[config.mk]
export PLATFORM = sky130hd
export DESIGN_NAME = response_demux_16
export DESIGN_NICKNAME = d
export VERILOG_FILES = /design/src/rtl/response_demux_16.sv
export SDC_FILE = /design/constraint.sdc
export NUM_CORES = 1
export LEC_CHECK = 0
export BUFFER_PORTS_ARGS = -buffer_cell sky130_fd_sc_hd__buf_2
export CORE_ASPECT_RATIO = 0.8
export CORE_MARGIN = 5
export CORE_UTILIZATION = 35
export DETAILED_ROUTE_END_ITERATION = 8
export PLACE_DENSITY_LB_ADDON = 0.12
export SLEW_MARGIN = 40
export SYNTH_ARGS = -nofsm -noshare
export SYNTH_HDL_FRONTEND = slang
export SYNTH_SLANG_ARGS = --single-unit
[constraint.sdc]
create_clock -name clk -period 2.1 [get_ports clk]
set_input_delay 0.525 -clock clk [delete_from_list [all_inputs] [get_ports clk]]
set_output_delay 0.525 -clock clk [all_outputs]
set_load 0.01 [all_outputs]
[src/rtl/response_demux_16.sv]
// response_demux_16
//   Collects a serial stream of single PUF response bits into a 16-slot
//   response word and hands the completed word to a downstream consumer
//   over a valid/ready handshake.
//
//   Ports
//     clk        : rising-edge clock
//     rst        : asynchronous, active-high reset
//     start      : pulse that begins a new collection (also restarts one)
//     addr_mode  : 0 = sequential internal index, 1 = use wr_sel;
//                  latched on an accepted start
//     bit_in     : response bit to store
//     bit_valid  : bit_in / wr_sel valid this cycle
//     bit_ready  : collector accepts a bit this cycle (state COLLECT)
//     wr_sel     : target slot in addressed mode
//     word_out   : collected word, bit k = slot k
//     word_valid : word_out complete and stable (state FULL)
//     word_ready : consumer takes word_out
//     busy       : high while collecting
//     idx        : current sequential slot index (debug)
//
//   Parameter
//     LSB_FIRST  : 1 = sequential fill from slot 0 upward,
//                  0 = sequential fill from slot 15 downward
module response_demux_16 #(
  parameter int unsigned LSB_FIRST = 1
) (
  input  logic        clk,
  input  logic        rst,
  input  logic        start,
  input  logic        addr_mode,
  input  logic        bit_in,
  input  logic        bit_valid,
  output logic        bit_ready,
  input  logic [3:0]  wr_sel,
  output logic [15:0] word_out,
  output logic        word_valid,
  input  logic        word_ready,
  output logic        busy,
  output logic [3:0]  idx
);

  typedef enum logic [1:0] {
    S_IDLE    = 2'd0,
    S_COLLECT = 2'd1,
    S_FULL    = 2'd2
  } state_t;

  localparam logic [3:0] IDX_INIT = (LSB_FIRST != 0) ? 4'd0 : 4'd15;

  state_t      r_state;
  state_t      w_state_nxt;
  logic [15:0] r_word;
  logic [15:0] r_mask;
  logic [3:0]  r_idx;
  logic        r_mode;

  logic        w_do_start;
  logic        w_accept;
  logic [3:0]  w_sel;
  logic [15:0] w_mask_upd;

  // Slot targeted by an accept; mode is the one latched at start.
  assign w_sel      = r_mode ? wr_sel : r_idx;
  assign w_mask_upd = r_mask | (16'd1 << w_sel);

  // State register
  always_ff @(posedge clk or posedge rst) begin
    if (rst) begin
      r_state <= S_IDLE;
    end else begin
      r_state <= w_state_nxt;
    end
  end

  // Next-state and control decode
  always_comb begin
    w_state_nxt = r_state;
    w_do_start  = 1'b0;
    w_accept    = 1'b0;
    unique case (r_state)
      S_IDLE: begin
        if (start) begin
          w_do_start  = 1'b1;
          w_state_nxt = S_COLLECT;
        end
      end
      S_COLLECT: begin
        // start has priority: a bit presented alongside a restart is dropped
        if (start) begin
          w_do_start  = 1'b1;
          w_state_nxt = S_COLLECT;
        end else if (bit_valid) begin
          w_accept = 1'b1;
          if (w_mask_upd == '1) begin
            w_state_nxt = S_FULL;
          end
        end
      end
      S_FULL: begin
        // start only counts when the word is taken in the same cycle,
        // which chains straight into the next collection
        if (word_ready) begin
          if (start) begin
            w_do_start  = 1'b1;
            w_state_nxt = S_COLLECT;
          end else begin
            w_state_nxt = S_IDLE;
          end
        end
      end
      default: begin
        w_state_nxt = S_IDLE;
      end
    endcase
  end

  // Datapath: word, fill mask, sequential index, latched mode
  always_ff @(posedge clk or posedge rst) begin
    if (rst) begin
      r_word <= '0;
      r_mask <= '0;
      r_idx  <= IDX_INIT;
      r_mode <= 1'b0;
    end else if (w_do_start) begin
      r_word <= '0;
      r_mask <= '0;
      r_idx  <= IDX_INIT;
      r_mode <= addr_mode;
    end else if (w_accept) begin
      r_word[w_sel] <= bit_in;
      r_mask        <= w_mask_upd;
      if (!r_mode) begin
        if (LSB_FIRST != 0) begin
          r_idx <= r_idx + 4'd1;
        end else begin
          r_idx <= r_idx - 4'd1;
        end
      end
    end
  end

  assign bit_ready  = (r_state == S_COLLECT);
  assign busy       = (r_state == S_COLLECT);
  assign word_valid = (r_state == S_FULL);
  assign word_out   = r_word;
  assign idx        = r_idx;

endmodule

==> flow_summary.yaml <==
run_status:
  status: "complete, no violations"
synth:
  yosysWarningCount: 0
  synth_seq_cells: 39
  ys_top_cells_by_count: "39 x a21oi_1, 39 x dfrtp_1, 35 x nand2_1"
  ys_seq_area_frac: 0.4857
  syn-num-nets: 232
  ys.flop_type: "dfrtp_1"
  syn_area_per_cell_um2: 9.134
  yosysTopAreaCell: "dfrtp_1"
  synth_area_leaders: "dfrtp_1 49%, a21oi_1 9.7%, nand2_1 6.5%"
  synth_cells: 220
  synth_edf_count: 0
  async_flop_share: 1.000
  syn-cell-area_um2: 2009
  synth_cell_types: 38
  synth.top_cell.area_share: 0.4857
floorplan:
  die_y_um: 77.77
  dieArea_um2: 7366
  ioPinCount: 34
  floorplan.initialDensity: 0.3637
  fp.coreArea_um2: 5525
  die_w_um: 94.72
  placementRows: 24
setup_path:
  path_class: "reg -> reg"
  required_ns: 2.27
  reg2regPathDepth: 6
  end_kind: "flop"
  cp_data_arrival_time_ns: 2.16
  cp-start-kind: "flop"
  r2r_slack_ns: 0.11
  critPathMaxFanout: 7
timing:
  worst_pin_slew_ns: 0.5049
  worst_slack_ns: 0.1105
  clock_skew_ns: 0.003726
  drv_slew: 0
  tns_ns: 0
  hold_slack_ns: 0.3336
  max_freq_mhz: 502.6
  period_needed_ns: 1.990
  rsz0062_at_grt: "false"
  setup_viol: 0
  slew_headroom: 0.6634
  finalHoldViolations: 0
  finalCritPeriodShare: 0.9474
drt:
  vias: 1693
  route.antenna.remaining_nets: 0
  first_pass_iters: 4
  drtIter0Drc: 116
  wirelength_um: 4960
  drc: 0
  wl_per_cell_um: 14.59
  routed_via_density: 4.979
pwr:
  peakVddDrop_v: 0.0002880
  power_density_nw_per_um2: 661.2
  p_leak_nw: 1.125
global_routing:
  grt_max_degree: 40
  overflow: 0
  grt_antenna_before_repair: 0
  grt_usage: 0.1408
  grt_pass1_vias: 1577
  grt_pass1_wl_um: 8079
layout:
  register_area_um2: 975.9
  final_core_utilization: 0.4450
  synthToLayoutAreaGrowth_pct: 22.35
  nFillCells: 561
  final_nets: 273
  n_antenna_cell: 0
  layout-drive-gt1-share: 0.2786
  multiInputGateArea_um2: 935.9
cts:
  cts_buffers: 5
  clkLatencyLatePin_ns: 0.29
  clkTransAtPathRegs_ns: 0.08
  cts_tree: "yes"
  clk_path_buf_depth: 2
  h-tree-depth: 2
  root_buffer: "clkbuf_8"
  clock-sinks: 39
  cts_hold_buffers: 0
placed_design:
  gp_congestion: 0.7657
  post-place-ws_ns: 0.1080
  io_buffers: 33
  dp_hpwl_um: 3538
min_path:
  hold_class: "in -> async"
flow_run:
  max_cap_violations: 0
-- area by class of cell --
class	count	area share
inverters	7	0.01069
clock buffers	6	0.03359
flip-flops and latches	39	0.3969
repair buffers	50	0.1242
well taps	78	0.03969
multi-input cells	158	0.3807
clock inverters	2	0.01425
-- registers in the layout, indices dropped and copies added (netlist names) --
register / count
r_state: 2
r_mode: 1
r_mask: 16
word_out: 16
idx: 4
-- timing repair --
item                                    4_1_cts  5_1_grt
buffers inserted                              0        0
hold endpoints to repair                      0        0
gates resized for setup                       0        1
endpoints found under the setup margin        0        2
-- through the flow --
| step | power, W | area, µm² | cells |
|---|---|---|---|
| after floorplan | 0.0009079 | 2009 | 220 |
| after global placement | 0.0009728 | 2330 | 332 |
| after detailed placement | 0.0009726 | 2330 | 332 |
| after CTS | 0.001642 | 2447 | 340 |
| after global routing | 0.001690 | 2459 | 340 |
| final | 0.001626 | 2459 | 340 |
-- cell usage in the layout, fill, tap and decap left out, types with 3 or more instances in the layout --
cell	synthesis	final
clkbuf_8	0	6
nand2_1	35	35
buf_4	3	16
nand2b_1	3	3
o32ai_2	5	4
and2b_1	4	4
a21o_1	4	4
inv_1	5	5
a32oi_1	3	3
dfrtp_1	39	39
nand3_1	16	16
buf_2	3	33
a21oi_1	39	39
nor2_1	21	21
-- worst max-delay path, cell delays in order, from the launching register on --
cell     delay [ns]
dfrtp_1        0.47
buf_4          0.21
o32ai_2        0.47
a21oi_2        0.10
nor3_1         0.28
and4_1         0.27
a21oi_1        0.07
-- power breakdown --
group          leakage (nW)  internal, W  switching [W]
registers             0.538     0.000759      0.0000109
logic                 0.525    0.0000718       0.000119
clock network        0.0612     0.000385       0.000280
-- path summary, 6_finish.rpt --
| kind | start | to |
|---|---|---|
| worst max-delay path | r_mode$_DFFE_PP0P_ | r_state[0]$_DFFE_PP0P_ |
| worst min-delay path | rst | r_state[1]$_DFFE_PP0P_ |
| worst max register to register | r_mode$_DFFE_PP0P_ | r_state[0]$_DFFE_PP0P_ |
| worst min register to register | r_mask[3]$_DFFE_PP0P_ | r_mask[3]$_DFFE_PP0P_ |
| max in group asynchronous | rst | r_mask[11]$_DFFE_PP0P_ |
| min in group clk | addr_mode | r_mode$_DFFE_PP0P_ |
-- routing by layer --
metal	wire length [µm]	global-route usage	part of all wire
met2	2130	0.1999	0.43
met4	51	0.04323	0.010
met5	0	0	0
met1	2527	0.2099	0.51
met3	251	0.03385	0.051
-- cell families (layout without fill, tap and decap cells) --
kind of cell,Yosys count,after routing,synth area share
AOI/OAI and AO/OA,61,61,0.2204
DFF,39,39,0.4857
muxes,1,1,0.005604
and+or+nand+nor,92,92,0.2148
adders and majority gates,1,1,0.006226
xor gates and xnor gates,3,3,0.01308
buffers and inverters,23,65,0.05417
(Power assumes the default switching activity.)
